**config.mk**
```make
export PLATFORM = sky130hd
export DESIGN_NAME = gfx_scan_timing_flat
export DESIGN_NICKNAME = d
export VERILOG_FILES = /design/src/rtl/gfx_scan_timing_if.sv /design/src/rtl/gfx_scan_timing.sv /design/src/flat_wrapper.sv
export SDC_FILE = /design/constraint.sdc
export NUM_CORES = 1
export LEC_CHECK = 0
export CORE_MARGIN = 4
export CORE_UTILIZATION = 49
export DETAILED_ROUTE_END_ITERATION = 8
export PLACE_DENSITY = 0.8
export SYNTH_ARGS = -nofsm -noshare
export SYNTH_HDL_FRONTEND = slang
export SYNTH_SLANG_ARGS = --single-unit
```
**constraint.sdc**
```tcl
create_clock -name i_clock -period 3.5 [get_ports i_clock]
set_clock_uncertainty 0.2 [all_clocks]
set_input_delay 0.7 -clock i_clock [delete_from_list [all_inputs] [get_ports i_clock]]
set_output_delay 0.7 -clock i_clock [all_outputs]
set_load 0.02 [all_outputs]
```
**src/rtl/gfx_scan_timing_if.sv**
```systemverilog
// Timing and framebuffer-sequencer bus between graphics_top and gfx_scan_timing.
// Names carry the direction seen from the timing generator.
interface gfx_scan_timing_if #(
   parameter int HC_W   = 9,
   parameter int VC_W   = 8,
   parameter int ADDR_W = 17
);
   logic              i_enable;
   logic [VC_W-1:0]   i_vcount_target;
   logic              i_swap_req;
   logic              o_pixel_step;
   logic [HC_W-1:0]   o_hcount;
   logic [VC_W-1:0]   o_vcount;
   logic              o_wen;
   logic [ADDR_W-1:0] o_fb_addr;
   logic              o_hblank;
   logic              o_vblank;
   logic              o_vcount_match;
   logic              o_hblank_start;
   logic              o_vblank_start;
   logic              o_frame_start;
   logic              o_swap_pending;
   logic              o_swap_ack;
   logic              o_front_buf;

   modport master (
      output i_enable, i_vcount_target, i_swap_req,
      input  o_pixel_step, o_hcount, o_vcount, o_wen, o_fb_addr, o_hblank, o_vblank,
             o_vcount_match, o_hblank_start, o_vblank_start, o_frame_start,
             o_swap_pending, o_swap_ack, o_front_buf
   );

   modport slave (
      input  i_enable, i_vcount_target, i_swap_req,
      output o_pixel_step, o_hcount, o_vcount, o_wen, o_fb_addr, o_hblank, o_vblank,
             o_vcount_match, o_hblank_start, o_vblank_start, o_frame_start,
             o_swap_pending, o_swap_ack, o_front_buf
   );
endinterface

```
**src/rtl/gfx_scan_timing.sv**
```systemverilog
// Scanline/frame timing generator with framebuffer write addressing and a
// double-buffer swap that is only ever applied at vblank entry.
//
// Swap FSM states:
//   state     | meaning
//   S_IDLE    | no swap request outstanding
//   S_PENDING | request latched, waiting for the next vblank entry
module gfx_scan_timing #(
   parameter int H_ACTIVE = 240,
   parameter int H_TOTAL  = 308,
   parameter int V_ACTIVE = 160,
   parameter int V_TOTAL  = 228,
   parameter int DIV      = 4,
   parameter int HC_W     = 9,
   parameter int VC_W     = 8,
   parameter int ADDR_W   = 17
) (
   input logic         i_clock,
   input logic         i_reset,
   gfx_scan_timing_if.slave bus
);
   localparam int DIV_W = (DIV > 1) ? $clog2(DIV) : 1;
   localparam logic [DIV_W-1:0] DIV_LAST = DIV_W'(DIV - 1);
   localparam logic [HC_W-1:0]  H_LAST   = HC_W'(H_TOTAL - 1);
   localparam logic [HC_W-1:0]  H_ACT    = HC_W'(H_ACTIVE);
   localparam logic [VC_W-1:0]  V_LAST   = VC_W'(V_TOTAL - 1);
   localparam logic [VC_W-1:0]  V_ACT    = VC_W'(V_ACTIVE);

   typedef enum logic {
      S_IDLE    = 1'b0,
      S_PENDING = 1'b1
   } swap_state_t;

   swap_state_t       r_state;
   swap_state_t       w_state_nxt;
   logic [DIV_W-1:0]  r_div;
   logic [HC_W-1:0]   r_hcount;
   logic [VC_W-1:0]   r_vcount;
   logic [ADDR_W-1:0] r_fb_addr;
   logic              r_hblank_start;
   logic              r_vblank_start;
   logic              r_frame_start;
   logic              r_swap_ack;
   logic              r_front_buf;

   logic              w_pixel_step;
   logic              w_h_last;
   logic              w_v_last;
   logic [HC_W-1:0]   w_hc_nxt;
   logic [VC_W-1:0]   w_vc_nxt;
   logic              w_wen;
   logic              w_frame_wrap;
   logic              w_vb_entry;
   logic              w_apply;

   assign w_pixel_step = bus.i_enable && (r_div == DIV_LAST);
   assign w_h_last     = (r_hcount == H_LAST);
   assign w_v_last     = (r_vcount == V_LAST);
   assign w_hc_nxt     = w_h_last ? '0 : r_hcount + 1'b1;
   assign w_vc_nxt     = !w_h_last ? r_vcount : (w_v_last ? '0 : r_vcount + 1'b1);
   assign w_wen        = (r_hcount < H_ACT) && (r_vcount < V_ACT);
   assign w_frame_wrap = w_pixel_step && w_h_last && w_v_last;
   // Qualified by pixel_step, so this is exactly the clock that raises vblank_start.
   assign w_vb_entry   = w_pixel_step && w_h_last && (w_vc_nxt == V_ACT);

   always_ff @(posedge i_clock) begin
      if (i_reset) begin
         r_div          <= '0;
         r_hcount       <= '0;
         r_vcount       <= '0;
         r_fb_addr      <= '0;
         r_hblank_start <= 1'b0;
         r_vblank_start <= 1'b0;
         r_frame_start  <= 1'b0;
      end else begin
         if (bus.i_enable) begin
            r_div <= (r_div == DIV_LAST) ? '0 : r_div + 1'b1;
         end
         if (w_pixel_step) begin
            r_hcount <= w_hc_nxt;
            r_vcount <= w_vc_nxt;
            if (w_frame_wrap) begin
               r_fb_addr <= '0;
            end else if (w_wen) begin
               r_fb_addr <= r_fb_addr + 1'b1;
            end
         end
         r_hblank_start <= w_pixel_step && (w_hc_nxt == H_ACT);
         r_vblank_start <= w_vb_entry;
         r_frame_start  <= w_frame_wrap;
      end
   end

   always_ff @(posedge i_clock) begin
      if (i_reset) begin
         r_state     <= S_IDLE;
         r_swap_ack  <= 1'b0;
         r_front_buf <= 1'b0;
      end else begin
         r_state    <= w_state_nxt;
         r_swap_ack <= w_apply;
         if (w_apply) begin
            r_front_buf <= ~r_front_buf;
         end
      end
   end

   // A request arriving on the vblank-entry clock is applied at once, never deferred a frame.
   always_comb begin
      w_state_nxt = r_state;
      w_apply     = 1'b0;
      case (r_state)
         S_IDLE: begin
            if (bus.i_swap_req && w_vb_entry) begin
               w_apply = 1'b1;
            end else if (bus.i_swap_req) begin
               w_state_nxt = S_PENDING;
            end
         end
         S_PENDING: begin
            if (w_vb_entry) begin
               w_apply     = 1'b1;
               w_state_nxt = S_IDLE;
            end
         end
         default: w_state_nxt = S_IDLE;
      endcase
   end

   assign bus.o_pixel_step   = w_pixel_step;
   assign bus.o_hcount       = r_hcount;
   assign bus.o_vcount       = r_vcount;
   assign bus.o_wen          = w_wen;
   assign bus.o_fb_addr      = r_fb_addr;
   assign bus.o_hblank       = (r_hcount >= H_ACT);
   assign bus.o_vblank       = (r_vcount >= V_ACT);
   assign bus.o_vcount_match = (r_vcount == bus.i_vcount_target);
   assign bus.o_hblank_start = r_hblank_start;
   assign bus.o_vblank_start = r_vblank_start;
   assign bus.o_frame_start  = r_frame_start;
   assign bus.o_swap_pending = (r_state == S_PENDING);
   assign bus.o_swap_ack     = r_swap_ack;
   assign bus.o_front_buf    = r_front_buf;
endmodule

```
**src/flat_wrapper.sv**
```systemverilog
// flat-port wrapper written by rule: the top's interface ports become plain ports
module gfx_scan_timing_flat 
#(
   parameter int H_ACTIVE = 240,
   parameter int H_TOTAL  = 308,
   parameter int V_ACTIVE = 160,
   parameter int V_TOTAL  = 228,
   parameter int DIV      = 4,
   parameter int HC_W     = 9,
   parameter int VC_W     = 8,
   parameter int ADDR_W   = 17
)
  (i_clock, i_reset, bus_i_enable, bus_i_vcount_target, bus_i_swap_req, bus_o_pixel_step, bus_o_hcount, bus_o_vcount, bus_o_wen, bus_o_fb_addr, bus_o_hblank, bus_o_vblank, bus_o_vcount_match, bus_o_hblank_start, bus_o_vblank_start, bus_o_frame_start, bus_o_swap_pending, bus_o_swap_ack, bus_o_front_buf);
  gfx_scan_timing_if #(.HC_W(HC_W), .VC_W(VC_W), .ADDR_W(ADDR_W)) bus_i ();
  input logic i_clock;
  input logic i_reset;
  input wire logic [$bits(bus_i.i_enable)-1:0] bus_i_enable;
  input wire logic [$bits(bus_i.i_vcount_target)-1:0] bus_i_vcount_target;
  input wire logic [$bits(bus_i.i_swap_req)-1:0] bus_i_swap_req;
  output wire logic [$bits(bus_i.o_pixel_step)-1:0] bus_o_pixel_step;
  output wire logic [$bits(bus_i.o_hcount)-1:0] bus_o_hcount;
  output wire logic [$bits(bus_i.o_vcount)-1:0] bus_o_vcount;
  output wire logic [$bits(bus_i.o_wen)-1:0] bus_o_wen;
  output wire logic [$bits(bus_i.o_fb_addr)-1:0] bus_o_fb_addr;
  output wire logic [$bits(bus_i.o_hblank)-1:0] bus_o_hblank;
  output wire logic [$bits(bus_i.o_vblank)-1:0] bus_o_vblank;
  output wire logic [$bits(bus_i.o_vcount_match)-1:0] bus_o_vcount_match;
  output wire logic [$bits(bus_i.o_hblank_start)-1:0] bus_o_hblank_start;
  output wire logic [$bits(bus_i.o_vblank_start)-1:0] bus_o_vblank_start;
  output wire logic [$bits(bus_i.o_frame_start)-1:0] bus_o_frame_start;
  output wire logic [$bits(bus_i.o_swap_pending)-1:0] bus_o_swap_pending;
  output wire logic [$bits(bus_i.o_swap_ack)-1:0] bus_o_swap_ack;
  output wire logic [$bits(bus_i.o_front_buf)-1:0] bus_o_front_buf;
  assign bus_i.i_enable = bus_i_enable;
  assign bus_i.i_vcount_target = bus_i_vcount_target;
  assign bus_i.i_swap_req = bus_i_swap_req;
  assign bus_o_pixel_step = bus_i.o_pixel_step;
  assign bus_o_hcount = bus_i.o_hcount;
  assign bus_o_vcount = bus_i.o_vcount;
  assign bus_o_wen = bus_i.o_wen;
  assign bus_o_fb_addr = bus_i.o_fb_addr;
  assign bus_o_hblank = bus_i.o_hblank;
  assign bus_o_vblank = bus_i.o_vblank;
  assign bus_o_vcount_match = bus_i.o_vcount_match;
  assign bus_o_hblank_start = bus_i.o_hblank_start;
  assign bus_o_vblank_start = bus_i.o_vblank_start;
  assign bus_o_frame_start = bus_i.o_frame_start;
  assign bus_o_swap_pending = bus_i.o_swap_pending;
  assign bus_o_swap_ack = bus_i.o_swap_ack;
  assign bus_o_front_buf = bus_i.o_front_buf;
  gfx_scan_timing #(.H_ACTIVE(H_ACTIVE), .H_TOTAL(H_TOTAL), .V_ACTIVE(V_ACTIVE), .V_TOTAL(V_TOTAL), .DIV(DIV), .HC_W(HC_W), .VC_W(VC_W), .ADDR_W(ADDR_W)) u_core (.i_clock(i_clock), .i_reset(i_reset), .bus(bus_i));
endmodule
```
After elaboration in Yosys (flattened, before gate mapping)
Index checks and enable logic that the tools add are counted.
Widths: inputs -> output; s select.
Cells by class
  $add $sub $neg: 4
  order comparisons: 4
  eq/ne operators: 6
  multiplexer cells: 13
  bitwise logic cells: 2
  reductions and logical operators: 9
Operators with widths (number)
  $mux 17: 2
  $add 17x1->17 const B: 1
  $eq 8x8->1 const B: 2
  $mux 8: 2
  $add 9x1->9 const B: 1
  $eq 9x8->1 const B: 1
  $eq 9x9->1 const B: 1
  $ge 9x8->1 const B: 1
  $lt 9x8->1 const B: 1
  $mux 9: 1
  $add 8x1->8 const B: 1
  $eq 8x8->1: 1
  $ge 8x8->1 const B: 1
  $lt 8x8->1 const B: 1
  $logic_and 1x1->1: 7
  $mux 1: 5
  $pmux 1 s2: 2
  $add 2x1->2 const B: 1
  $eq 2x2->1 const B: 1
  $mux 2: 1
  $not 1->1: 2
  $reduce_and 2->1: 1
  $reduce_bool 2->1: 1
Word-level totals
  flip-flop bits (word level): 42
  output and inout port bits: 45
  logic and storage cells: 48

Depth between registers and ports, before layout
  word-level depth: 8
  depth in mapped cells: 8

Worst setup path before layout
No wires, ideal clock.
  kind: reg-to-reg
  from: reg u_core.r_hcount[6] (netlist: u_core.bus.o_hcount[6])
  to: reg u_core.r_fb_addr[16] (netlist: u_core.bus.o_fb_addr[16])
  setup time: 128 ps
  arrival: 2454 ps
  data required time: 3172 ps
  slack: 718 ps
  cell stages (with the launch flop): 8
  cell sequence: dfxtp_1 > clkbuf_1 > a41o_1 > nor2_1 > o2111ai_1 > or4_1 > xor2_1 > nor2_1
Between the ends
  elaborated cells between the ends (all ways): 8
  classes of those cells: order compare (1); eq/ne (1); mux (1); reduce/logical (5)
RTL lines
  start, declared: RTL line gfx_scan_timing.sv:37  | logic [HC_W-1:0] r_hcount;
  start signal, assigned: RTL line gfx_scan_timing.sv:80  | r_hcount <= w_hc_nxt;
  $lt 9x8->1: RTL line gfx_scan_timing.sv:61  | assign w_wen = (r_hcount < H_ACT) && (r_vcount < V_ACT);
  $logic_and 1x1->1: RTL line gfx_scan_timing.sv:61
  net bus_o_wen: RTL line flat_wrapper.sv:23  | output wire logic [$bits(bus_i.o_wen)-1:0] bus_o_wen;
  $reduce_bool 2->1 (no source line)
  $reduce_and 2->1 (no source line)
  end signal, assigned: RTL line gfx_scan_timing.sv:85  | r_fb_addr <= r_fb_addr + 1'b1;
  end, declared: RTL line gfx_scan_timing.sv:39  | logic [ADDR_W-1:0] r_fb_addr;
The timed path passes the listed nets, and every way through them passes these cells.
A chain may end at the register's enable or synchronous reset.

Worst setup path in the final report
  from: in bus_i_enable
  to: out bus_o_pixel_step
Between the ends
  cells in the longest elaborated chain, start to end: 1
Ends and longest elaborated chain
  start, declared: RTL line flat_wrapper.sv:17  | input wire logic [$bits(bus_i.i_enable)-1:0] bus_i_enable;
  $logic_and 1x1->1: RTL line gfx_scan_timing.sv:56  | assign w_pixel_step = bus.i_enable && (r_div == DIV_LAST);
  end, declared: RTL line flat_wrapper.sv:20  | output wire logic [$bits(bus_i.o_pixel_step)-1:0] bus_o_pixel_step;
No other way between the ends.

==> impl_metrics.prom <==
# TYPE chip_impl_metric gauge
chip_impl_info{name="run_status",value="completed"} 1
chip_impl_metric{name="gpl.final_weighted_congestion",unit=""} 0.917
chip_impl_metric{name="synth_simple_gate_area_share",unit="%"} 29.8
chip_impl_metric{name="final_period_minus_worst_setup_slack",unit="ns"} 3.07
chip_impl_metric{name="seq_area_frac_synth",unit="%"} 37.0
chip_impl_metric{name="drt_wl_total",unit="mm"} 5.47
chip_impl_metric{name="netlist_instances",unit=""} 289
chip_impl_metric{name="avgSynthCellArea",unit="um^2"} 7.85
chip_impl_metric{name="max_cap_viol_count",unit=""} 0
chip_impl_metric{name="hold_path_depth",unit=""} 2
chip_impl_metric{name="grt_util_all_layers",unit="%"} 18.8
chip_impl_metric{name="h-tree-depth",unit=""} 2
chip_impl_info{name="rsz0062_at_grt",value="false"} 1
chip_impl_metric{name="areaGrowthSynthToFinish",unit="%"} 32.2
chip_impl_metric{name="synth_xor_area_share",unit="%"} 9.65
chip_impl_info{name="yosys_top_cell_by_area",value="dfxtp_1"} 1
chip_impl_metric{name="antenna_found_initial",unit=""} 0
chip_impl_metric{name="final_net_count",unit=""} 361
chip_impl_metric{name="synth-adder-area-share",unit="%"} 3.31
chip_impl_info{name="critPathKind",value="in -> out"} 1
chip_impl_metric{name="fmaxAchievable",unit="MHz"} 326
chip_impl_metric{name="postCtsResizedCells",unit=""} 0
chip_impl_metric{name="core_area",unit="mm^2"} 0.00441
chip_impl_metric{name="cts-buffers-inserted",unit=""} 5
chip_impl_metric{name="drive_gt1_share",unit="%"} 6.10
chip_impl_metric{name="powerDensity",unit="mW/mm^2"} 302
chip_impl_metric{name="finalWorstSetupSlack",unit="ns"} 0.431
chip_impl_metric{name="final_report_max_slew_violation_count",unit=""} 0
chip_impl_info{name="critical_path.endpoint_type",value="output pin"} 1
chip_impl_metric{name="worst-path-max-fanout",unit=""} 7
chip_impl_info{name="critPathMostFrequentCell",value="clkdlybuf4s50_1"} 1
chip_impl_metric{name="fin_setup_tns",unit="ns"} 0
chip_impl_metric{name="die_height",unit="um"} 76.1
chip_impl_metric{name="detail_route.vias_per_cell",unit=""} 5.64
chip_impl_metric{name="drt-pass1-iter-count",unit=""} 4
chip_impl_metric{name="power.clock.fraction",unit="%"} 42.4
chip_impl_metric{name="async_reset_ff_share",unit="%"} 0
chip_impl_metric{name="cp_data_required_time",unit="ns"} 2.60
chip_impl_metric{name="multiInputGateArea",unit="mm^2"} 0.00131
chip_impl_metric{name="routed-via-count",unit=""} 2235
chip_impl_metric{name="internal-power",unit="W"} 0.000714
chip_impl_info{name="start_kind",value="primary input"} 1
chip_impl_metric{name="finalSetupViolations",unit=""} 0
chip_impl_metric{name="leakage",unit="nW"} 0.989
chip_impl_metric{name="rows",unit=""} 24
chip_impl_metric{name="drt-wirelength-per-cell",unit="um"} 13.8
chip_impl_info{name="hold_path.class",value="reg -> reg"} 1
chip_impl_metric{name="placed_area",unit="mm^2"} 0.00289
chip_impl_metric{name="timing.final.hold_violations",unit=""} 0
chip_impl_metric{name="clock_sinks",unit=""} 42
chip_impl_metric{name="worst_path_arrival_time",unit="ns"} 2.17
chip_impl_metric{name="holdBufCountCts",unit=""} 0
chip_impl_metric{name="power_switching",unit="W"} 0.000194
chip_impl_metric{name="postRouteAntennaNets",unit=""} 0
chip_impl_metric{name="worstRegToRegCells",unit=""} 6
chip_impl_metric{name="combinationalPowerShare",unit="%"} 4.4
chip_impl_metric{name="drt_drc",unit=""} 0
chip_impl_metric{name="synth_nets",unit=""} 307
chip_impl_metric{name="synth_top_area_share",unit="%"} 37.0
chip_impl_metric{name="clk_pin_slew_worst_paths",unit="ns"} 0.08
chip_impl_metric{name="grt_start_max_net_pins",unit=""} 17
chip_impl_info{name="yosys-top-cells-area",value="dfxtp_1 37%, nor2_1 7.4%, xnor2_1 6.6%, a21oi_1 4.4%, ha_1 3.3%"} 1
chip_impl_metric{name="pin_count",unit=""} 57
chip_impl_metric{name="power_switching_share",unit="%"} 21.4
chip_impl_metric{name="grt_first_pass_wirelength",unit="mm"} 9.27
chip_impl_metric{name="synth.lib_cells_used.distinct",unit=""} 40
chip_impl_metric{name="timing.final.crit_share",unit="%"} 87.7
chip_impl_info{name="critPathSlowestCell",value="clkdlybuf4s50_1"} 1
chip_impl_metric{name="grt_overflow",unit=""} 0
chip_impl_metric{name="synthesis.yosys.warnings",unit=""} 0
chip_impl_metric{name="muxShareOfSynthArea",unit="%"} 0.882
chip_impl_info{name="cp_cell_sequence",value="clkdlybuf4s50_1 -> nand2_1 -> inv_1 -> clkdlybuf4s50_1"} 1
chip_impl_metric{name="detailedRoute.firstIterationViolations",unit=""} 160
chip_impl_metric{name="vias_in_the_first_global_route",unit=""} 2094
chip_impl_metric{name="placement.io_buffers",unit=""} 56
chip_impl_metric{name="fin_worst_hold_slack",unit="ns"} 0.300
chip_impl_metric{name="peakVddDrop",unit="mV"} 0.202
chip_impl_metric{name="finish.instance_area",unit="mm^2"} 0.00300
chip_impl_info{name="dominantRegCellSynth",value="dfxtp_1"} 1
chip_impl_metric{name="power_frac_seq",unit="%"} 53.2
chip_impl_metric{name="netlist_area",unit="mm^2"} 0.00227
chip_impl_metric{name="cts.path.max_buffers",unit=""} 2
chip_impl_metric{name="final-seq-area",unit="um^2"} 841
chip_impl_metric{name="clk_latency",unit="ns"} 0.30
chip_impl_metric{name="n_fill_cell",unit=""} 365
chip_impl_metric{name="horizontal_extent_of_the_die",unit="um"} 76.1
chip_impl_metric{name="num_antenna_cells",unit=""} 0
chip_impl_metric{name="start_util",unit="%"} 51.4
chip_impl_metric{name="placement.setup.worst_slack",unit="ns"} 0.373
chip_impl_metric{name="worst_margin_pin_slew",unit="ns"} 0.612
chip_impl_info{name="cts_tree",value="done"} 1
chip_impl_metric{name="area_fraction_in_compound_gates_after_synthesis",unit="%"} 14.2
chip_impl_info{name="clock-root-buffer",value="clkbuf_8"} 1
chip_impl_info{name="most_frequently_used_cell_type_in_the_post_synthesis_netlist",value="nor2_1"} 1
chip_impl_metric{name="die_area",unit="mm^2"} 0.00579
chip_impl_metric{name="max-slew-margin-rel",unit="%"} 59.0
chip_impl_metric{name="slowest_delay",unit="ns"} 0.64
chip_impl_metric{name="dp_hpwl",unit="mm"} 4.06
chip_impl_metric{name="synth-edff-count",unit=""} 0
chip_impl_info{name="main_combinational_cell_family_by_area_after_synthesis",value="simple AND/OR/NAND/NOR gates"} 1
chip_impl_metric{name="synth-seq-cells",unit=""} 42
chip_impl_info{name="leading_post_synthesis_cells_by_instance_count",value="45 x nor2_1, 42 x dfxtp_1, 20 x a21oi_1, 18 x nand2_1, 17 x xnor2_1"} 1
chip_impl_metric{name="postCtsSetupBuffers",unit=""} 0
[cells in the final DEF (no fill, tap or decap), drive strengths merged, types with 12 or more instances in the layout]
cell type	n
a21oi	20
clkdlybuf4s50	56
dfxtp	42
inv	13
nand2	18
nor2	45
nor3	12
o21ai	14
xnor2	17
[sequential cells by signal, summed over array words and instances, names as in the netlist]
signal and flops:
u_core.bus.o_swap_pending 1, u_core.bus.o_frame_start 1, u_core.r_div 2, u_core.bus.o_fb_addr 17, u_core.bus.o_hblank_start 1, u_core.bus.o_front_buf 1, u_core.bus.o_vcount 8, u_core.bus.o_vblank_start 1
u_core.bus.o_swap_ack 1, u_core.bus.o_hcount 9
[power by group through the flow]
stage	combinational, W	sequential, W	clock (W)
floorplan	0.0000188	0.000495	0
global placement	0.0000398	0.000494	0
detailed placement	0.0000408	0.000494	0
CTS	0.0000409	0.000482	0.000391
global route	0.0000442	0.000483	0.000409
finish	0.0000403	0.000482	0.000385
[cell families (layout without fill, tap and decap cells)]
kind of cell / Yosys count / after routing
and+or+nand+nor: 131 / 131
AOI/OAI and AO/OA: 53 / 53
DFF: 42 / 42
buffers and inverters: 30 / 85
xor gates and xnor gates: 25 / 25
adders and majority gates: 6 / 6
muxes: 2 / 2
[critical path, delay by kind of cell]
family / cells / cell delay [ns]
AND/OR/NAND/NOR: 1 / 0.12
buffers and inverters: 3 / 1.35
[path summary, 6_finish.rpt]
path / start / endpoint / slack, ns
setup / recovery: bus_i_enable / bus_o_pixel_step / 0.43
hold / removal: u_core.bus.o_front_buf$_SDFFE_PP0P_ / u_core.bus.o_front_buf$_SDFFE_PP0P_ / 0.30
hold reg to reg: u_core.bus.o_front_buf$_SDFFE_PP0P_ / u_core.bus.o_front_buf$_SDFFE_PP0P_ / 0.30
setup reg to reg: u_core.bus.o_hcount[3]$_SDFFE_PP0P_ / u_core.bus.o_front_buf$_SDFFE_PP0P_ / 0.58
[per-stage QoR]
step / std cells / power, W / utilization, %
CTS: 396 / 0.000914 / 68.0
floorplan: 289 / 0.000514 / -
finish: 396 / 0.000907 / 68.0
global route: 396 / 0.000936 / 68.0
detailed placement: 388 / 0.000535 / 65.4
global placement: 388 / 0.000533 / 65.4
[cell type report]
class / count / share of cell area (%)
timing repair buffer: 64 / 20.7
multi-input combinational: 217 / 43.7
tap: 52 / 2.17
clock buffer: 5 / 2.29
sequential: 42 / 28.0
inverter: 13 / 1.63
clock inverter: 3 / 1.50
[routing by layer]
| layer | part of all wire (%) | global-route usage, % | up-vias |
|---|---|---|---|
| met2 | 48 | 31.7 | 86 |
| li1 | - | - | 1129 |
| met5 | 0 | 0 | - |
| met1 | 44 | 22.9 | 1010 |
| met4 | 1.5 | 8.57 | 0 |
| met3 | 6.9 | 3.78 | 10 |
Power figures use the tool's default switching activity.
